File: src/rtl/booth_mul_sequencer.sv
// Radix-2 Booth sequencer for the MUL path: one shared-adder pass per iteration,
// producing a 2*WIDTH-bit signed product on hi/lo after exactly WIDTH iterations.
module booth_mul_sequencer #(
  parameter int unsigned WIDTH = 32,
  parameter int unsigned CNT_W = 6
) (
  input  logic             clk,
  input  logic             clr,
  input  logic             start,
  input  logic [WIDTH-1:0] multiplicand,
  input  logic [WIDTH-1:0] multiplier,
  output logic [WIDTH-1:0] add_a,
  output logic [WIDTH-1:0] add_b,
  output logic             add_cin,
  input  logic [WIDTH-1:0] add_s,
  output logic             busy,
  output logic             done,
  output logic [WIDTH-1:0] hi,
  output logic [WIDTH-1:0] lo
);

  typedef enum logic [1:0] {StIdle, StIter, StDone} state_t;

  state_t           state_q;
  logic [WIDTH-1:0] a_q, q_q, m_q;
  logic             qm1_q;
  logic [CNT_W-1:0] count_q;
  logic [WIDTH-1:0] hi_q, lo_q;

  logic             ovf, sgn, last_iter;
  logic [WIDTH-1:0] a_next, q_next;

  // Adder operands are forced to zero outside ITER so the shared adder stays quiet.
  always_comb begin
    add_a   = '0;
    add_b   = '0;
    add_cin = 1'b0;
    if (state_q == StIter) begin
      add_a = a_q;
      case ({q_q[0], qm1_q})
        2'b01: add_b = m_q;
        2'b10: begin
          add_b   = ~m_q;
          add_cin = 1'b1;
        end
        default: ;
      endcase
    end
  end

  // The adder drops the carry-out; recover the true sign before the arithmetic shift.
  always_comb begin
    ovf       = (add_a[WIDTH-1] == add_b[WIDTH-1]) && (add_s[WIDTH-1] != add_a[WIDTH-1]);
    sgn       = add_s[WIDTH-1] ^ ovf;
    a_next    = {sgn, add_s[WIDTH-1:1]};
    q_next    = {add_s[0], q_q[WIDTH-1:1]};
    last_iter = (count_q == CNT_W'(WIDTH - 1));
  end

  always_ff @(posedge clk or posedge clr) begin
    if (clr) begin
      state_q <= StIdle;
      a_q     <= '0;
      q_q     <= '0;
      m_q     <= '0;
      qm1_q   <= 1'b0;
      count_q <= '0;
      hi_q    <= '0;
      lo_q    <= '0;
    end else begin
      case (state_q)
        StIdle: begin
          if (start) begin
            a_q     <= '0;
            q_q     <= multiplier;
            m_q     <= multiplicand;
            qm1_q   <= 1'b0;
            count_q <= '0;
            state_q <= StIter;
          end
        end
        StIter: begin
          a_q     <= a_next;
          q_q     <= q_next;
          qm1_q   <= q_q[0];
          count_q <= count_q + 1'b1;
          if (last_iter) begin
            // Result is captured here so hi/lo are already valid while done is high.
            hi_q    <= a_next;
            lo_q    <= q_next;
            state_q <= StDone;
          end
        end
        StDone:  state_q <= StIdle;
        default: state_q <= StIdle;
      endcase
    end
  end

  assign busy = (state_q == StIter);
  assign done = (state_q == StDone);
  assign hi   = hi_q;
  assign lo   = lo_q;

endmodule
File: config.mk
export PLATFORM = sky130hd
export DESIGN_NAME = booth_mul_sequencer
export DESIGN_NICKNAME = d
export VERILOG_FILES = /design/src/rtl/booth_mul_sequencer.sv
export SDC_FILE = /design/constraint.sdc
export NUM_CORES = 1
export LEC_CHECK = 0
export CORE_MARGIN = 5
export CORE_UTILIZATION = 51
export DETAILED_ROUTE_END_ITERATION = 10
export PLACE_DENSITY_LB_ADDON = 0.1
export SLEW_MARGIN = 20
export SYNTH_ARGS = -nofsm -noshare
export SYNTH_HDL_FRONTEND = slang
export SYNTH_SLANG_ARGS = --single-unit
File: constraint.sdc
create_clock -name clk -period 9.8 [get_ports clk]
set_input_delay 1.96 -clock clk [delete_from_list [all_inputs] [get_ports clk]]
set_output_delay 1.96 -clock clk [all_outputs]
set_load 0.005 [all_outputs]
==> impl_metrics.prom <==
# TYPE chip_impl_metric gauge
chip_impl_metric{name="hold_ws",unit="ps"} 492
chip_impl_metric{name="placement_rows",unit=""} 44
chip_impl_info{name="setup.worst_path.class",value="reg2out"} 1
chip_impl_metric{name="timing.hold.worst_path_depth",unit=""} 1
chip_impl_metric{name="synth.yosys.warnings",unit=""} 0
chip_impl_metric{name="hpwlAfterDp",unit="mm"} 12.9
chip_impl_metric{name="fin_area",unit="um2"} 10700
chip_impl_metric{name="syn-num-nets",unit=""} 715
chip_impl_metric{name="fin_tns_setup",unit="ps"} 0
chip_impl_metric{name="reg2reg_depth",unit=""} 5
chip_impl_metric{name="drc_errors",unit=""} 0
chip_impl_metric{name="synth_edf_count",unit=""} 0
chip_impl_metric{name="pwr_density_cell",unit="nW/um2"} 199
chip_impl_metric{name="tritoncts_num_sinks",unit=""} 169
chip_impl_info{name="grt_setup_unrepaired",value="no"} 1
chip_impl_metric{name="netlist-cell-type-count",unit=""} 34
chip_impl_metric{name="flow.area_growth_from_synthesis",unit="%"} 38.6
chip_impl_info{name="netlist_top_cells_count",value="sky130_fd_sc_hd__dfrtp_1 (169), sky130_fd_sc_hd__mux2_4 (48), sky130_fd_sc_hd__mux2_2 (47), sky130_fd_sc_hd__o21ai_0 (38), sky130_fd_sc_hd__nor2b_1 (36)"} 1
chip_impl_metric{name="final_layout_size_suffix_gt1_frac",unit=""} 0.175
chip_impl_metric{name="grt_pass1_vias",unit=""} 6126
chip_impl_info{name="cts_root_buffer_type",value="sky130_fd_sc_hd__clkbuf_16"} 1
chip_impl_metric{name="detail_route.wirelength",unit="mm"} 19.5
chip_impl_metric{name="p_leak",unit="nW"} 4.70
chip_impl_metric{name="gr_ovfl_total",unit=""} 0
chip_impl_metric{name="chipWidth",unit="um"} 133
chip_impl_metric{name="post_cts.resized_instances",unit=""} 0
chip_impl_info{name="postSynth.topFlopCell",value="sky130_fd_sc_hd__dfrtp_1"} 1
chip_impl_metric{name="critical-path-max-stage-delay",unit="ps"} 620
chip_impl_info{name="critPathCaptureType",value="output pin"} 1
chip_impl_metric{name="maxSlewHeadroom",unit=""} 0.472
chip_impl_info{name="critical_path.startpoint_type",value="flip-flop"} 1
chip_impl_metric{name="num_vias",unit=""} 5629
chip_impl_metric{name="routed_wire_length_per_instance",unit="um"} 19.1
chip_impl_info{name="yosys.cell_count.top_type",value="sky130_fd_sc_hd__dfrtp_1"} 1
chip_impl_info{name="rr_endpoint",value="lo[29]"} 1
chip_impl_metric{name="final_critical_path_setup_slack",unit="ps"} 5030
chip_impl_metric{name="timing_hold_violations_final",unit=""} 0
chip_impl_metric{name="mapped_avg_cell_area",unit="um2"} 12.5
chip_impl_metric{name="fmax",unit="MHz"} 210
chip_impl_metric{name="layout.nets",unit=""} 923
chip_impl_metric{name="antenna_left",unit=""} 0
chip_impl_info{name="worst_path_max_delay_cell",value="sky130_fd_sc_hd__buf_4"} 1
chip_impl_info{name="ys_top_cells_by_area",value="sky130_fd_sc_hd__dfrtp_1 (55%), sky130_fd_sc_hd__mux2_4 (9.4%), sky130_fd_sc_hd__mux2_2 (6.9%), sky130_fd_sc_hd__mux2i_1 (4.2%), sky130_fd_sc_hd__a22o_1 (3.8%)"} 1
chip_impl_metric{name="via_per_inst",unit=""} 5.52
chip_impl_metric{name="placeableCoreArea",unit="um2"} 14600
chip_impl_info{name="min_path_type",value="reg2reg"} 1
chip_impl_metric{name="cts_setup_buffers",unit=""} 0
chip_impl_metric{name="timing.critical_path.required",unit="ps"} 7840
chip_impl_info{name="rr_startpoint",value="state_q[0]"} 1
chip_impl_info{name="cts_tree",value="done"} 1
chip_impl_info{name="cp_cell_sequence",value="nand2b_1 > inv_2 > buf_4 > and2_1 > clkdlybuf4s50_1"} 1
chip_impl_metric{name="grt_antenna_before_repair",unit=""} 0
chip_impl_metric{name="final_period_minus_worst_setup_slack",unit="ps"} 4770
chip_impl_metric{name="die-area",unit="um2"} 17600
chip_impl_metric{name="rrSetupSlack",unit="ps"} 7170
chip_impl_metric{name="slew_violations",unit=""} 0
chip_impl_info{name="status",value="finished, final reports clean"} 1
chip_impl_metric{name="synth_seq_cells",unit=""} 169
chip_impl_metric{name="timing.critical_path.fanout_max",unit=""} 71
chip_impl_metric{name="tightest_slew",unit="ps"} 792
chip_impl_metric{name="clk-insertion-delay-late",unit="ps"} 420
chip_impl_metric{name="critPathArrivalTime",unit="ps"} 2810
chip_impl_metric{name="cts_hold_buffers",unit=""} 0
chip_impl_metric{name="number_of_max_capacitance_violations_reported",unit=""} 0
chip_impl_info{name="timing.hold.worst_endpoint",value="a_q[19]"} 1
chip_impl_metric{name="dpl-instance-area",unit="um2"} 10100
chip_impl_metric{name="pre_cts_ws",unit="ps"} 5480
chip_impl_metric{name="total_power",unit="mW"} 2.12
chip_impl_metric{name="drt_iter0_markers",unit=""} 442
chip_impl_metric{name="synth.yosys.seq_area_share",unit=""} 0.550
chip_impl_info{name="hold_sp",value="a_q[19]"} 1
chip_impl_metric{name="cts.path.max_buffers",unit=""} 2
chip_impl_metric{name="clk_pin_slew_worst_paths",unit="ps"} 60
chip_impl_metric{name="start_util",unit=""} 0.525
chip_impl_metric{name="grtUsageTotal",unit=""} 0.227
chip_impl_metric{name="final_min_period_over_clock_period",unit=""} 0.487
chip_impl_metric{name="vdd_drop_max",unit="mV"} 0.138
chip_impl_metric{name="y_dimension_of_the_die",unit="um"} 133
chip_impl_metric{name="synth_top_cell_area_share",unit=""} 0.550
chip_impl_metric{name="cts_max_level",unit=""} 4
chip_impl_metric{name="num_io_pins",unit=""} 230
chip_impl_metric{name="syn-cell-area",unit="um2"} 7690
chip_impl_metric{name="dr.pass1.iters",unit=""} 6
chip_impl_metric{name="portBuffers",unit=""} 229
chip_impl_info{name="synth.largest_area_cell",value="sky130_fd_sc_hd__dfrtp_1"} 1
chip_impl_metric{name="synthCells",unit=""} 615
chip_impl_metric{name="insertedDiodeCount",unit=""} 0
chip_impl_metric{name="async_flop_share",unit=""} 1.00
chip_impl_metric{name="setup_viol_count_final",unit=""} 0
chip_impl_metric{name="tritoncts.num_buffers",unit=""} 17
chip_impl_metric{name="clock_skew",unit="ps"} 7.04
chip_impl_metric{name="place.gp.congestion",unit=""} 0.778
chip_impl_metric{name="largest_net_degree_at_the_start_of_global_routing",unit=""} 90
chip_impl_metric{name="grt_pass1_wl",unit="mm"} 32.4
-- kinds of logic after synthesis --
family | after synthesis | share of synthesized area
DFF | 169 | 0.550
AOI/OAI and AO/OA | 141 | 0.120
muxes | 127 | 0.204
and+or+nand+nor | 120 | 0.0867
buffers and inverters | 55 | 0.0351
xor gates and xnor gates | 2 | 0.00228
adders and majority gates | 1 | 0.00163
-- per-stage QoR --
step,instances,utilization
finish,1020,0.728
global route,1020,0.728
CTS,1020,0.728
detailed placement,988,0.688
global placement,988,0.687
floorplan,615,-
-- state kept, by name (all words and copies together), names as in the netlist --
name	cells
qm1_q	1
lo	32
a_q	32
state_q	2
q_q	32
hi	32
m_q	32
count_q	6
-- cells in the final DEF (no fill, tap or decap), types with 2 or more instances in the layout --
cell type,synthesis,final
sky130_fd_sc_hd__nand2_1,6,6
sky130_fd_sc_hd__and2_1,32,32
sky130_fd_sc_hd__buf_4,1,9
sky130_fd_sc_hd__mux2_4,48,48
sky130_fd_sc_hd__a21oi_1,32,32
sky130_fd_sc_hd__nor2b_4,0,2
sky130_fd_sc_hd__dfrtp_1,169,169
sky130_fd_sc_hd__mux2i_1,32,32
sky130_fd_sc_hd__clkinv_4,0,2
sky130_fd_sc_hd__clkbuf_16,0,17
sky130_fd_sc_hd__clkdlybuf4s50_1,0,229
sky130_fd_sc_hd__o21ai_0,38,38
sky130_fd_sc_hd__a22oi_1,33,33
sky130_fd_sc_hd__nor2b_1,36,33
sky130_fd_sc_hd__inv_1,5,3
sky130_fd_sc_hd__inv_6,0,4
sky130_fd_sc_hd__a22o_1,33,33
sky130_fd_sc_hd__nand2b_1,4,4
sky130_fd_sc_hd__clkbuf_8,0,3
sky130_fd_sc_hd__clkinvlp_4,0,4
sky130_fd_sc_hd__nor3b_1,2,2
sky130_fd_sc_hd__nor2_1,33,33
sky130_fd_sc_hd__clkinv_2,0,2
sky130_fd_sc_hd__mux2_2,47,47
sky130_fd_sc_hd__xor2_1,2,2
-- worst max-delay path: cells and delay by family (launching register included) --
kind	cells	cell delay, ps
buf+inv	3	1590
flops	1	370
simple gates	2	410
-- layer usage --
| layer | GRT usage | vias up | share of wire |
|---|---|---|---|
| li1 | - | 2592 | - |
| met1 | 0.294 | 2806 | 0.43 |
| met2 | 0.362 | 195 | 0.48 |
| met3 | 0.0695 | 36 | 0.064 |
| met4 | 0.0808 | 0 | 0.025 |
| met5 | 0 | - | 0 |
-- power by group --
part	leakage [nW]	internal, mW	total [mW]	switching, mW
Sequential	2.02	0.812	0.911	0.0992
Combinational	2.40	0.340	0.558	0.218
Clock	0.275	0.372	0.655	0.283
-- how the worst max path moves through the flow --
stage,startpoint,to,depth (start not counted)
after detailed placement,state_q[1],add_a[30],5
after floorplan,clr,a_q[0],1
final,state_q[1],add_a[22],5
after CTS,state_q[1],add_a[30],5
after global routing,state_q[1],add_a[31],6
after global placement,q_q[0],add_b[9],4
-- area by class of cell --
class	instances	area, um2
clock inverter	12	114
multi-input combinational	391	3230
inverter	5	23.8
sequential	169	4230
tap	184	230
clock buffer	20	467
fill	992	3980
timing repair buffer	239	2370
Power figures use the tool's default switching activity.
